<file path="config.mk">
export PLATFORM = sky130hd
export DESIGN_NAME = mul_unit_flat
export DESIGN_NICKNAME = d
export VERILOG_FILES = /design/src/rtl/mul_unit_if.sv /design/src/rtl/mul_unit.sv /design/src/flat_wrapper.sv
export SDC_FILE = /design/constraint.sdc
export NUM_CORES = 1
export LEC_CHECK = 0
export BUFFER_PORTS_ARGS = -buffer_cell sky130_fd_sc_hd__buf_2
export CAP_MARGIN = 40
export CORE_MARGIN = 3
export CORE_UTILIZATION = 56
export DETAILED_ROUTE_END_ITERATION = 10
export GPL_ROUTABILITY_DRIVEN = 0
export GPL_TIMING_DRIVEN = 0
export PLACE_DENSITY = 0.87
export REMOVE_ABC_BUFFERS = 1
export SLEW_MARGIN = 20
export SYNTH_ARGS = -nofsm -noshare
export SYNTH_HDL_FRONTEND = slang
export SYNTH_SLANG_ARGS = --single-unit
</file>
<file path="constraint.sdc">
create_clock -name clk -period 4.05 [get_ports clk]
set_input_delay 0.6075 -clock clk [delete_from_list [all_inputs] [get_ports clk]]
set_output_delay 0.6075 -clock clk [all_outputs]
set_load 0.005 [all_outputs]
</file>
<file path="src/rtl/mul_unit_if.sv">
// Operand/result bundle between the issue stage and the iterative multiply unit.
// The master side issues operations; the slave side is the multiply unit itself.
interface mul_unit_if #(
    parameter int WIDTH = 32
);
    logic             start;
    logic             accumulate;
    logic [WIDTH-1:0] op_a;
    logic [WIDTH-1:0] op_b;
    logic [WIDTH-1:0] acc_in;
    logic             wb_en;
    logic [3:0]       wb_addr_in;
    logic             flush;
    logic             busy;
    logic             done;
    logic [WIDTH-1:0] result;
    logic             flag_n;
    logic             flag_z;
    logic             wb_we;
    logic [3:0]       wb_addr;
    logic [WIDTH-1:0] wb_data;

    modport master (
        output start, accumulate, op_a, op_b, acc_in, wb_en, wb_addr_in, flush,
        input  busy, done, result, flag_n, flag_z, wb_we, wb_addr, wb_data
    );

    modport slave (
        input  start, accumulate, op_a, op_b, acc_in, wb_en, wb_addr_in, flush,
        output busy, done, result, flag_n, flag_z, wb_we, wb_addr, wb_data
    );
endinterface

</file>
<file path="src/rtl/mul_unit.sv">
// Iterative shift-add MUL/MLA unit: one multiplier bit per cycle, WIDTH cycles per op,
// followed by a single DONE cycle that drives the register-file write port.
module mul_unit #(
    parameter int WIDTH = 32
) (
    input  logic     clk,
    input  logic     reset_n,
    mul_unit_if.slave bus
);
    localparam int CW = (WIDTH > 1) ? $clog2(WIDTH) : 1;
    localparam logic [CW-1:0] LAST = CW'(WIDTH - 1);

    typedef enum logic [1:0] {
        IDLE = 2'd0,
        MUL  = 2'd1,
        DONE = 2'd2
    } state_t;

    state_t           state_reg;
    state_t           state_next;
    logic [WIDTH-1:0] mcand_reg;
    logic [WIDTH-1:0] mplier_reg;
    logic [WIDTH-1:0] acc_reg;
    logic [CW-1:0]    count_reg;
    logic [WIDTH-1:0] result_reg;
    logic             flag_n_reg;
    logic             flag_z_reg;
    logic [3:0]       wb_addr_reg;
    logic             wb_en_reg;

    logic [WIDTH-1:0] addend;
    logic [WIDTH-1:0] acc_sum;
    logic             last_iter;
    logic             accept;

    // Partial product for this iteration: multiplicand gated by the current multiplier LSB.
    generate
        for (genvar gi = 0; gi < WIDTH; gi++) begin : g_addend
            assign addend[gi] = mcand_reg[gi] & mplier_reg[0];
        end
    endgenerate

    assign acc_sum   = acc_reg + addend;
    assign last_iter = (count_reg == LAST);
    assign accept    = bus.start && !bus.flush;

    always_ff @(posedge clk or negedge reset_n) begin
        if (!reset_n) begin
            state_reg <= IDLE;
        end else begin
            state_reg <= state_next;
        end
    end

    always_comb begin
        state_next = state_reg;
        bus.busy   = 1'b0;
        bus.done   = 1'b0;
        bus.wb_we  = 1'b0;
        case (state_reg)
            IDLE: begin
                if (accept) begin
                    state_next = MUL;
                end
            end
            MUL: begin
                bus.busy = 1'b1;
                if (bus.flush) begin
                    state_next = IDLE;
                end else if (last_iter) begin
                    state_next = DONE;
                end
            end
            DONE: begin
                bus.busy   = 1'b1;
                bus.done   = !bus.flush;
                bus.wb_we  = !bus.flush && wb_en_reg;
                state_next = IDLE;
            end
            default: begin
                state_next = IDLE;
            end
        endcase
    end

    always_ff @(posedge clk or negedge reset_n) begin
        if (!reset_n) begin
            mcand_reg   <= '0;
            mplier_reg  <= '0;
            acc_reg     <= '0;
            count_reg   <= '0;
            result_reg  <= '0;
            flag_n_reg  <= 1'b0;
            flag_z_reg  <= 1'b0;
            wb_addr_reg <= '0;
            wb_en_reg   <= 1'b0;
        end else begin
            case (state_reg)
                IDLE: begin
                    if (accept) begin
                        mcand_reg   <= bus.op_a;
                        mplier_reg  <= bus.op_b;
                        acc_reg     <= bus.accumulate ? bus.acc_in : '0;
                        count_reg   <= '0;
                        wb_addr_reg <= bus.wb_addr_in;
                        wb_en_reg   <= bus.wb_en;
                    end
                end
                MUL: begin
                    if (!bus.flush) begin
                        acc_reg    <= acc_sum;
                        mcand_reg  <= mcand_reg << 1;
                        mplier_reg <= mplier_reg >> 1;
                        count_reg  <= count_reg + 1'b1;
                        // The final accumulation is published straight from the adder.
                        if (last_iter) begin
                            result_reg <= acc_sum;
                            flag_n_reg <= acc_sum[WIDTH-1];
                            flag_z_reg <= (acc_sum == '0);
                        end
                    end
                end
                default: begin
                end
            endcase
        end
    end

    assign bus.result  = result_reg;
    assign bus.wb_data = result_reg;
    assign bus.flag_n  = flag_n_reg;
    assign bus.flag_z  = flag_z_reg;
    assign bus.wb_addr = wb_addr_reg;

endmodule

</file>
<file path="src/flat_wrapper.sv">
// flat-port wrapper written by rule: the top's interface ports become plain ports
module mul_unit_flat 
#(
    parameter int WIDTH = 32
)
  (clk, reset_n, bus_start, bus_accumulate, bus_op_a, bus_op_b, bus_acc_in, bus_wb_en, bus_wb_addr_in, bus_flush, bus_busy, bus_done, bus_result, bus_flag_n, bus_flag_z, bus_wb_we, bus_wb_addr, bus_wb_data);
  mul_unit_if #(.WIDTH(WIDTH)) bus_i ();
  input  logic clk;
  input  logic reset_n;
  input wire logic [$bits(bus_i.start)-1:0] bus_start;
  input wire logic [$bits(bus_i.accumulate)-1:0] bus_accumulate;
  input wire logic [$bits(bus_i.op_a)-1:0] bus_op_a;
  input wire logic [$bits(bus_i.op_b)-1:0] bus_op_b;
  input wire logic [$bits(bus_i.acc_in)-1:0] bus_acc_in;
  input wire logic [$bits(bus_i.wb_en)-1:0] bus_wb_en;
  input wire logic [$bits(bus_i.wb_addr_in)-1:0] bus_wb_addr_in;
  input wire logic [$bits(bus_i.flush)-1:0] bus_flush;
  output wire logic [$bits(bus_i.busy)-1:0] bus_busy;
  output wire logic [$bits(bus_i.done)-1:0] bus_done;
  output wire logic [$bits(bus_i.result)-1:0] bus_result;
  output wire logic [$bits(bus_i.flag_n)-1:0] bus_flag_n;
  output wire logic [$bits(bus_i.flag_z)-1:0] bus_flag_z;
  output wire logic [$bits(bus_i.wb_we)-1:0] bus_wb_we;
  output wire logic [$bits(bus_i.wb_addr)-1:0] bus_wb_addr;
  output wire logic [$bits(bus_i.wb_data)-1:0] bus_wb_data;
  assign bus_i.start = bus_start;
  assign bus_i.accumulate = bus_accumulate;
  assign bus_i.op_a = bus_op_a;
  assign bus_i.op_b = bus_op_b;
  assign bus_i.acc_in = bus_acc_in;
  assign bus_i.wb_en = bus_wb_en;
  assign bus_i.wb_addr_in = bus_wb_addr_in;
  assign bus_i.flush = bus_flush;
  assign bus_busy = bus_i.busy;
  assign bus_done = bus_i.done;
  assign bus_result = bus_i.result;
  assign bus_flag_n = bus_i.flag_n;
  assign bus_flag_z = bus_i.flag_z;
  assign bus_wb_we = bus_i.wb_we;
  assign bus_wb_addr = bus_i.wb_addr;
  assign bus_wb_data = bus_i.wb_data;
  mul_unit #(.WIDTH(WIDTH)) u_core (.clk(clk), .reset_n(reset_n), .bus(bus_i));
endmodule
</file>
==> flow_metrics.env <==
export IMPL_run_status="finished, final reports clean"
export IMPL_finalSetupViolations=0
export IMPL_crit_required_ps=4390
export IMPL_grt_max_degree=98
export IMPL_ys_seq_area_frac=0.420
export IMPL_drcViolationCount=0
export IMPL_filler_cell_count=1139
export IMPL_power_leakage_uw=0.00494
export IMPL_endpoint="u_core.bus.flag_z"
export IMPL_first_global_vias=6896
export IMPL_synthXorXnorAreaFrac=0.0313
export IMPL_via_per_inst=5.80
export IMPL_timing_final_crit_share=0.986
export IMPL_share_of_async_settable_or_async_resettable_flops_after_synthesis=1.00
export IMPL_rrSetupSlack_ps=60
export IMPL_fmax_mhz=250
export IMPL_cts_hold_repair_buffers=0
export IMPL_max_cap_viol_count=0
export IMPL_ioPinCount=179
export IMPL_tightest_slew_ps=727
export IMPL_yosys_warnings=0
export IMPL_detailroute_via_count=7058
export IMPL_timing_setup_tns_ps=0
export IMPL_cts_inserted_buffers=17
export IMPL_regToRegStartpoint="u_core.mplier_reg[0]"
export IMPL_final_hold_violation_count=0
export IMPL_vdd_ir_drop_max_mv=0.475
export IMPL_synth_simple_gate_area_share=0.152
export IMPL_die_area_um2=16500
export IMPL_timing_hold_worst_class="primary input to asynchronous set/reset pin"
export IMPL_critical_path_source_type="flip-flop"
export IMPL_floorplan_core_area_um2=14600
export IMPL_clock_power_share=0.208
export IMPL_worstPathMaxFanout=16
export IMPL_final_common_cell="sky130_fd_sc_hd__buf_2"
export IMPL_wire_length_of_the_first_global_routing_pass_mm=33.6
export IMPL_synth_main_ff_cell="sky130_fd_sc_hd__dfrtp_1"
export IMPL_critical_path_slowest_cell="sky130_fd_sc_hd__or4_4"
export IMPL_final_wl_mm=20.7
export IMPL_timing_clock_skew_ps=8.99
export IMPL_detailed_place_area_um2=9290
export IMPL_placedCellCount=1176
export IMPL_comb_power_frac=0.506
export IMPL_avgRoutedWirePerCell_um=17.1
export IMPL_netlist_top_cells_area="sky130_fd_sc_hd__dfrtp_1 (42%), sky130_fd_sc_hd__mux2i_1 (7.4%), sky130_fd_sc_hd__o21ai_0 (5.4%)"
export IMPL_p_seq_frac=0.286
export IMPL_htree_levels=4
export IMPL_critical_path_max_stage_delay_ps=530
export IMPL_holdWs_ps=73.7
export IMPL_clock_tree_root_cell="sky130_fd_sc_hd__clkbuf_16"
export IMPL_unrepaired_setup_endpoints_after_global_routing="true"
export IMPL_areaGrowthSynthToFinish_pct=19.2
export IMPL_clock_transition_at_path_regs_ps=60
export IMPL_initial_core_util=0.576
export IMPL_synth_cell_type_count=65
export IMPL_power_switching_uw=3330
export IMPL_worstReg2RegEnd="u_core.bus.flag_z"
export IMPL_syn_cell_area_um2=8400
export IMPL_drt_first_iter_violations=465
export IMPL_die_y_um=128
export IMPL_netlist_area_leader_share=0.420
export IMPL_first_pass_iters=5
export IMPL_syn_instance_count=888
export IMPL_multi_input_combinational_cell_area_um2=4450
export IMPL_final_cell_count_no_fill=1216
export IMPL_finished_layout_cell_area_um2=10000
export IMPL_layout_cell_share_with_drive_strength_beyond_1=0.272
export IMPL_count_of_cells_along_the_worst_register_to_register_path=13
export IMPL_power_switching_share=0.425
export IMPL_post_dp_hpwl_mm=14.9
export IMPL_footprint_of_the_flip_flops_and_latches_um2=3530
export IMPL_cts_buffer_depth=2
export IMPL_finalCoreUtilization=0.686
export IMPL_post_synth_cell_area_avg_um2=9.46
export IMPL_row_count=44
export IMPL_final_cell_mix="sky130_fd_sc_hd__buf_2 (177), sky130_fd_sc_hd__dfrtp_1 (140), sky130_fd_sc_hd__nand2_1 (113)"
export IMPL_maxSlewHeadroom=0.512
export IMPL_tritoncts_num_sinks=141
export IMPL_post_synth_top_area_cell="sky130_fd_sc_hd__dfrtp_1"
export IMPL_synth_adder_area_share=0.0560
export IMPL_tritoncts="yes"
export IMPL_timing_critical_path_to_type="flip-flop"
export IMPL_final_nets=1160
export IMPL_die_w_um=128
export IMPL_finalCriticalPeriod_ps=3990
export IMPL_number_of_flops_mapped_to_enable_cells_by_yosys=0
export IMPL_worst_path_most_repeated_cell="sky130_fd_sc_hd__or4_4"
export IMPL_synth_top_family_by_area="compound AO/OA/AOI/OAI gates"
export IMPL_synth_mux_area_frac=0.114
export IMPL_cp_arrival_ps=4330
export IMPL_synthesized_area_fraction_occupied_by_ao_oa_aoi_and_oai_cells=0.168
export IMPL_grtUsageTotal=0.254
export IMPL_cellInternalPower_uw=4510
export IMPL_final_antenna_net_count=0
export IMPL_placement_io_buffers=178
export IMPL_critPathKind="flip-flop to flip-flop"
export IMPL_power_per_cell_area_nw_per_um2=782
export IMPL_critical_path_cell_chain="buf_6, and2_1, ha_2, fa_2, a21o_1, a221oi_4, xnor2_2, or4_4, or4_4, nor4_4, nand4_1, or4b_4, o31ai_2"
export IMPL_antenna_found_initial=4
export IMPL_grt_remaining_overflow=0
export IMPL_timing_critical_path_from="u_core.mplier_reg[0]"
export IMPL_clk_latency_ps=430
export IMPL_report_final_slew_viol_count=0
export IMPL_ys_seq_elements=141
## cells in the mapped netlist, drive strengths merged (10+ instances only)
master and count:
nor2 74, a221oi 26, a21o 10, nand4 10, o21ai 92, a21oi 35
xnor2 13, nand3 10, ha 36, dfrtp 141, mux2i 62, and2 34
clkbuf 43, mux2 30, xor2 17, buf 41, nand2 113
## worst min path at each step
| stage | endpoint | slack, ps |
|---|---|---|
| after floorplan | u_core.acc_reg[0] | 310 |
| after global placement | u_core.count_reg[4] | 460 |
| after detailed placement | u_core.mplier_reg[1] | 470 |
| after CTS | u_core.bus.flag_z | 80 |
| after global routing | u_core.bus.flag_z | 90 |
| final | u_core.bus.result[30] | 70 |
## timing repair
item                       4_1_cts  5_1_grt
pin swaps                        5        3
gates resized for setup          7        6
setup endpoints to repair        2        2
buffers inserted                 6        0
## cell type report
type                            instances  share of cell area
Antenna cell                            2            0.000500
Clock buffer                           23              0.0487
Clock inverter                          9              0.0132
Inverter                                8             0.00300
Multi-Input combinational cell        654               0.445
Sequential cell                       141               0.353
Tap cell                              184              0.0230
Timing Repair Buffer                  195               0.114
## logic make-up (layout without fill, tap and decap cells)
logic type	after synthesis	in the layout
AND/OR/NAND/NOR	277	277
AO/OA/AOI/OAI	218	218
flip-flops	141	141
buffers and inverters	93	235
multiplexers	92	92
adder cells (fa/ha/maj)	37	37
XOR/XNOR	30	30
other	0	2
## routing by layer
layer	global-route usage	wire length (um)
met2	0.409	9950
met5	0	22
met1	0.323	8670
met3	0.0785	1580
met4	0.0949	512
## worst max-delay path: cells and delay by family, from the launching register on
kind	cells	cell delay [ps]
compound gates	3	720
xor+xnor	1	140
fa+ha+maj	2	530
buf+inv	1	150
flops	1	400
simple gates	6	1950
## metrics by stage
stage          setup WS [ps]  power [uW]
2_1_floorplan          -2140        5010
3_3_place_gp           -4370        5870
3_5_place_dp            -484        6000
4_1_cts                -83.9        7750
5_1_grt                 -120        8390
6_report                57.3        7830
## power groups by stage
stage / registers [uW] / clock network [uW] / logic, uW
finish: 2240 / 1630 / 3960
global route: 2300 / 1710 / 4390
CTS: 2230 / 1650 / 3860
detailed placement: 2270 / 0 / 3740
global placement: 2260 / 0 / 3610
floorplan: 2170 / 0 / 2840
Note: power is estimated with default switching activity, not from simulation.
